==> src/rtl/hazard_ctrl.sv <==
// rtl/hazard_ctrl.sv - pipeline hazard unit: forwarding, load-use/branch/memory stalls, perf counters
module hazard_ctrl #(
  parameter int REG_ADDR_WIDTH = 5,
  parameter int CNT_WIDTH      = 16,
  parameter int WAIT_LIMIT     = 255
) (
  input  logic                      clk,
  input  logic                      rst_n,
  input  logic [REG_ADDR_WIDTH-1:0] Rs1D,
  input  logic [REG_ADDR_WIDTH-1:0] Rs2D,
  input  logic [REG_ADDR_WIDTH-1:0] Rs1E,
  input  logic [REG_ADDR_WIDTH-1:0] Rs2E,
  input  logic [REG_ADDR_WIDTH-1:0] RdE,
  input  logic [REG_ADDR_WIDTH-1:0] RdM,
  input  logic [REG_ADDR_WIDTH-1:0] RdW,
  input  logic                      RegWriteM,
  input  logic                      RegWriteW,
  input  logic                      LoadE,
  input  logic                      PCSrcE,
  input  logic                      MemReqM,
  input  logic                      MemReadyM,
  output logic [1:0]                ForwardAE,
  output logic [1:0]                ForwardBE,
  output logic                      StallF,
  output logic                      StallD,
  output logic                      StallE,
  output logic                      StallM,
  output logic                      StallW,
  output logic                      FlushD,
  output logic                      FlushE,
  output logic                      MemTimeout,
  output logic [CNT_WIDTH-1:0]      StallCycles,
  output logic [CNT_WIDTH-1:0]      FlushCount
);

  localparam int WCW = ($clog2(WAIT_LIMIT + 1) > 8) ? $clog2(WAIT_LIMIT + 1) : 8;
  localparam logic [WCW-1:0] WLIM = WCW'(WAIT_LIMIT);

  typedef enum logic {S_RUN, S_WAIT} state_t;

  state_t         state;
  logic [WCW-1:0] wait_cnt;
  logic           load_use;
  logic           mem_stall;
  logic           branch_flush;

  // M-stage result is younger than W, so it wins; x0 is hardwired and never forwarded
  always_comb begin
    ForwardAE = 2'b00;
    if (RegWriteM && RdM != '0 && RdM == Rs1E)      ForwardAE = 2'b10;
    else if (RegWriteW && RdW != '0 && RdW == Rs1E) ForwardAE = 2'b01;
    ForwardBE = 2'b00;
    if (RegWriteM && RdM != '0 && RdM == Rs2E)      ForwardBE = 2'b10;
    else if (RegWriteW && RdW != '0 && RdW == Rs2E) ForwardBE = 2'b01;
  end

  assign load_use  = LoadE && RdE != '0 && (RdE == Rs1D || RdE == Rs2D);
  assign mem_stall = (state == S_RUN  && MemReqM && !MemReadyM) ||
                     (state == S_WAIT && !MemReadyM);

  // Priority: reset, memory stall (freezes everything), branch (D is wrong path), load-use
  always_comb begin
    StallF       = 1'b0;
    StallD       = 1'b0;
    StallE       = 1'b0;
    StallM       = 1'b0;
    StallW       = 1'b0;
    FlushD       = 1'b0;
    FlushE       = 1'b0;
    branch_flush = 1'b0;
    if (rst_n) begin
      if (mem_stall) begin
        StallF = 1'b1;
        StallD = 1'b1;
        StallE = 1'b1;
        StallM = 1'b1;
        StallW = 1'b1;
      end else if (PCSrcE) begin
        FlushD       = 1'b1;
        FlushE       = 1'b1;
        branch_flush = 1'b1;
      end else if (load_use) begin
        StallF = 1'b1;
        StallD = 1'b1;
        FlushE = 1'b1;
      end
    end
  end

  always_ff @(posedge clk) begin
    if (!rst_n) begin
      state       <= S_RUN;
      wait_cnt    <= '0;
      MemTimeout  <= 1'b0;
      StallCycles <= '0;
      FlushCount  <= '0;
    end else begin
      case (state)
        S_RUN: begin
          if (MemReqM && !MemReadyM) begin
            state    <= S_WAIT;
            wait_cnt <= '0;
          end
        end
        S_WAIT: begin
          if (MemReadyM) state <= S_RUN;
          if (wait_cnt != WLIM) wait_cnt <= wait_cnt + 1'b1;
          // sets on the edge where the counter lands on the limit, then sticks
          if (wait_cnt >= WLIM - 1'b1) MemTimeout <= 1'b1;
        end
        default: state <= S_RUN;
      endcase
      if (StallF && StallCycles != '1)      StallCycles <= StallCycles + 1'b1;
      if (branch_flush && FlushCount != '1) FlushCount  <= FlushCount + 1'b1;
    end
  end

endmodule
==> config.mk <==
export PLATFORM = sky130hd
export DESIGN_NAME = hazard_ctrl
export DESIGN_NICKNAME = d
export VERILOG_FILES = /design/src/rtl/hazard_ctrl.sv
export SDC_FILE = /design/constraint.sdc
export NUM_CORES = 1
export LEC_CHECK = 0
export ABC_AREA = 1
export CORE_MARGIN = 2
export CORE_UTILIZATION = 48
export CTS_CLUSTER_DIAMETER = 50
export CTS_CLUSTER_SIZE = 14
export DETAILED_ROUTE_END_ITERATION = 7
export PLACE_DENSITY = 0.84
export REMOVE_ABC_BUFFERS = 1
export SYNTH_ARGS = -nofsm -noshare
export SYNTH_HDL_FRONTEND = slang
export SYNTH_SLANG_ARGS = --single-unit
==> constraint.sdc <==
create_clock -name clk -period 2.2 [get_ports clk]
set_clock_uncertainty 0.15 [all_clocks]
set_input_delay 0.22 -clock clk [delete_from_list [all_inputs] [get_ports clk]]
set_output_delay 0.22 -clock clk [all_outputs]
set_load 0.02 [all_outputs]
==> summary.md <==
| Metric | Value |
|---|---|
| Result of the run | `complete, no violations` |
| Max H-tree Level | `2` |
| CTS Root Cell | `sky130_fd_sc_hd__clkbuf_8` |
| Worst-path clk slew | `90 ps` |
| Final Total Pwr | `1.61 mW` |
| Pin count of the biggest net entering global routing | `27` |
| Worst skew pair latency | `roughly 300 ps` |
| Length of the first detailed-routing pass in iterations | `4` |
| CTS Buf Count | `5` |
| Leak | `approximately 1.5 nW` |
| Vias post-DR | `slightly above 3000` |
| Seq cells post-synth | `42` |
| Overall Global Routing Usage | `a little under a quarter` |
| Horizontal die dimension | `81.1 µm` |
| Internal Dissipation | `around 1.1 mW` |
| Final slew viol count | `0` |
| Combinational fraction of design power | `19.9%` |
| Share of power burned in registers | `48.2%` |
| Cell breakdown of the critical path | `clkdlybuf4s50_1 -> or2_2 -> o41ai_4 -> nor4_2 -> dlygate4sd2_1` |
| Power per cell area | `about 400 nW/µm²` |
| Clock share of power | `a little under a third` |
| Rel. slew slack | `roughly three quarters` |
| Share of the yosys chip area belonging to registers | `between 20% and 30%` |
| Final weighted congestion in routability-driven placement | `0.976` |
| Die Footprint | `roughly 6600 µm²` |
| Crit-path leading delay family | `buffers and inverters` |
| Share of the cycle needed by the critical path after routing | `96.0%` |
| IO Pins | `between 80 and 90` |
| Worst Setup Path Type | `input pin to output pin` |
| Number of diodes added for antenna fixing | `0` |
| CORE AREA | `between 5000 and 6000 µm²` |
| Cell count after synthesis | `~420` |
| Highest attainable clock frequency | `473 MHz` |
| Crit path time final | `approximately 2100 ps` |
| P&R area growth vs syn | `40.0%` |
| Element type at the critical path end | `output pin` |
| Number of global-route vias before repair | `2938` |
| First-pass GRT wire length | `around 13000 µm` |
| CTS tree | `yes` |
| Final hold slack | `about 310 ps` |
| Overall overflow remaining after global route | `0` |
| Largest fanout on the critical path | `2` |
| Cell area after synthesis | `approximately 2900 µm²` |
| Net total in the final layout | `around 570` |
| Total half-perimeter wirelength after legalization and detailed placement | `around 5900 µm` |
| Worst Setup Start Kind | `input pin` |
| Number of antenna-violating nets in the routed design | `0` |
| Final worst setup slack | `between 80 and 90 ps` |
| Sw frac | `roughly 29%` |
| Initial antenna violation count | `0` |
| Crit path DAT | `1740 ps` |
| Average cell area after synthesis | `between 6 and 7 µm²` |
| Place WS | `-310 ps` |
| Num rows | `28` |
| Starting density of the core | `about half` |
| Most common cell after layout, fill and taps aside | `sky130_fd_sc_hd__nand2_1` |
| Hold Vio Cnt, Final | `0` |
| Most used cells in the layout excluding fill and tap cells | `86 x sky130_fd_sc_hd__nand2_1, 75 x sky130_fd_sc_hd__clkdlybuf4s50_1, 50 x sky130_fd_sc_hd__inv_1` |
| Number of buffers added on ports | `between 80 and 90` |
| DR iter-0 viols | `approximately 210` |
| Critical path buffer and inverter count | `2` |
| Max-cap violation count | `0` |
| Critical Path RT | `1830 ps` |
| Die outline height | `81.1 µm` |
| Layout cells sized above 1 | `around 14%` |
| Final-report setup violation count | `0` |
| Number of remaining DRC errors | `0` |
| Routed WL per cell | `about 13 µm` |
| Slowest cell on the critical path | `sky130_fd_sc_hd__clkdlybuf4s50_1` |
| Maximum single-stage delay on the critical path | `420 ps` |
| Detailed Route WL | `7830 µm` |
| Count of warnings emitted by yosys | `0` |
| Min-Delay Path Class | `register to register` |
| Worst vdd rail ir drop | `around 0.00030 V` |
| Sw power | `approximately 460 µW` |
| Worst-Margin Slew | `388 ps` |
| Yosys cell types | `35` |
| Vias/cell | `5.21` |
| Maximum root-to-sink buffer count | `2` |
| Sinks on the clock net | `42` |
==> final cells by class <==
class                   instances  area, µm²
fillers                       512       1820
repair buffers                106        980
flip-flops and latches         42        841
clock inverters                 3       21.3
multi-input cells             315       1790
clock buffers                   5       68.8
well taps                      75       93.8
inverters                      52        195
==> path summary, 6_finish.rpt <==
| kind | start | to | slack, ps | cells past startpoint |
|---|---|---|---|---|
| worst min-delay path | MemTimeout | MemTimeout | 310 | 2 |
| worst min register to register | MemTimeout | MemTimeout | 310 | 2 |
| worst max-delay path | RdM[0] | ForwardBE[1] | 90 | 5 |
| worst max register to register | StallCycles[1] | StallCycles[14] | 220 | 8 |
==> power groups by stage <==
stage	clock network (mW)	logic (mW)	registers, mW
after floorplan	0	0.128	0.797
after global placement	0	0.304	0.791
after detailed placement	0	0.311	0.792
after CTS	0.516	0.309	0.774
after global routing	0.551	0.347	0.775
final	0.512	0.320	0.774
==> sequential cells by signal (all words and copies together) (netlist names) <==
register and count:
state 1, FlushCount 16, StallCycles 16, MemTimeout 1, wait_cnt 8
==> metal layers <==
layer	share of wire (%)	global-route usage (%)
met5	0	0
met3	5.5	4.44
met2	52	42.6
met1	41	28.5
met4	1.9	8.14
==> cell families after synthesis <==
group	Yosys count	share of synthesized area [%]
flip-flops	42	29.5
AO/OA/AOI/OAI	50	10.9
AND/OR/NAND/NOR	221	36.2
XOR/XNOR	40	12.3
buffers and inverters	62	9.35
adder cells (fa/ha/maj)	4	1.76
==> timing repair <==
action,in CTS,in global routing
pin swaps,0,1
resized for setup,13,15
hold buffers,0,0
endpoints found under the setup margin,11,7
buffers inserted,0,0
==> Yosys cell counts <==
master,number,area [µm²]
sky130_fd_sc_hd__xor2_1,22,193
sky130_fd_sc_hd__or2_2,3,18.8
sky130_fd_sc_hd__nand2_1,86,323
sky130_fd_sc_hd__o21a_1,1,7.51
sky130_fd_sc_hd__nand2_2,12,75.1
sky130_fd_sc_hd__a31oi_1,1,6.26
sky130_fd_sc_hd__buf_12,1,20.0
sky130_fd_sc_hd__a211oi_1,1,7.51
sky130_fd_sc_hd__nand4_1,6,37.5
sky130_fd_sc_hd__dfxtp_1,42,841
sky130_fd_sc_hd__a21oi_2,10,87.6
sky130_fd_sc_hd__o21bai_1,2,15.0
sky130_fd_sc_hd__nor2_2,3,18.8
sky130_fd_sc_hd__ha_1,4,50.1
sky130_fd_sc_hd__o2111ai_1,1,8.76
sky130_fd_sc_hd__buf_4,4,30.0
sky130_fd_sc_hd__nor4_1,4,25.0
sky130_fd_sc_hd__nor2_1,43,161
sky130_fd_sc_hd__nor3b_4,1,18.8
sky130_fd_sc_hd__clkinv_1,1,3.75
sky130_fd_sc_hd__clkbuf_1,2,7.51
sky130_fd_sc_hd__inv_2,1,3.75
sky130_fd_sc_hd__buf_2,2,10.0
sky130_fd_sc_hd__xnor2_1,18,158
sky130_fd_sc_hd__inv_1,50,188
sky130_fd_sc_hd__nand4_4,1,21.3
sky130_fd_sc_hd__nor3_2,3,30.0
sky130_fd_sc_hd__nand3_1,44,220
sky130_fd_sc_hd__o21ai_0,8,40.0
sky130_fd_sc_hd__nand2_4,1,11.3
sky130_fd_sc_hd__o41ai_1,2,17.5
sky130_fd_sc_hd__nor3_1,13,65.1
sky130_fd_sc_hd__buf_1,1,3.75
sky130_fd_sc_hd__nor3b_1,1,7.51
sky130_fd_sc_hd__a21oi_1,24,120
==> per-stage QoR <==
step / instances / instance area (µm²) / utilization, % / setup TNS, ps
global placement: 590 / 3880 / 66.8 / -1140
CTS: 598 / 3980 / 68.4 / 0
floorplan: 409 / 2780 / - / -5950
global route: 598 / 3990 / 68.6 / -8.22
finish: 598 / 3990 / 68.6 / 0
detailed placement: 590 / 3880 / 66.8 / -2370
==> tightest hold or removal path, cell delays in order, from the launching register on <==
cell and delay (ps):
sky130_fd_sc_hd__dfxtp_1 320, sky130_fd_sc_hd__inv_1 40, sky130_fd_sc_hd__a21oi_1 50
(Power assumes the default switching activity.)
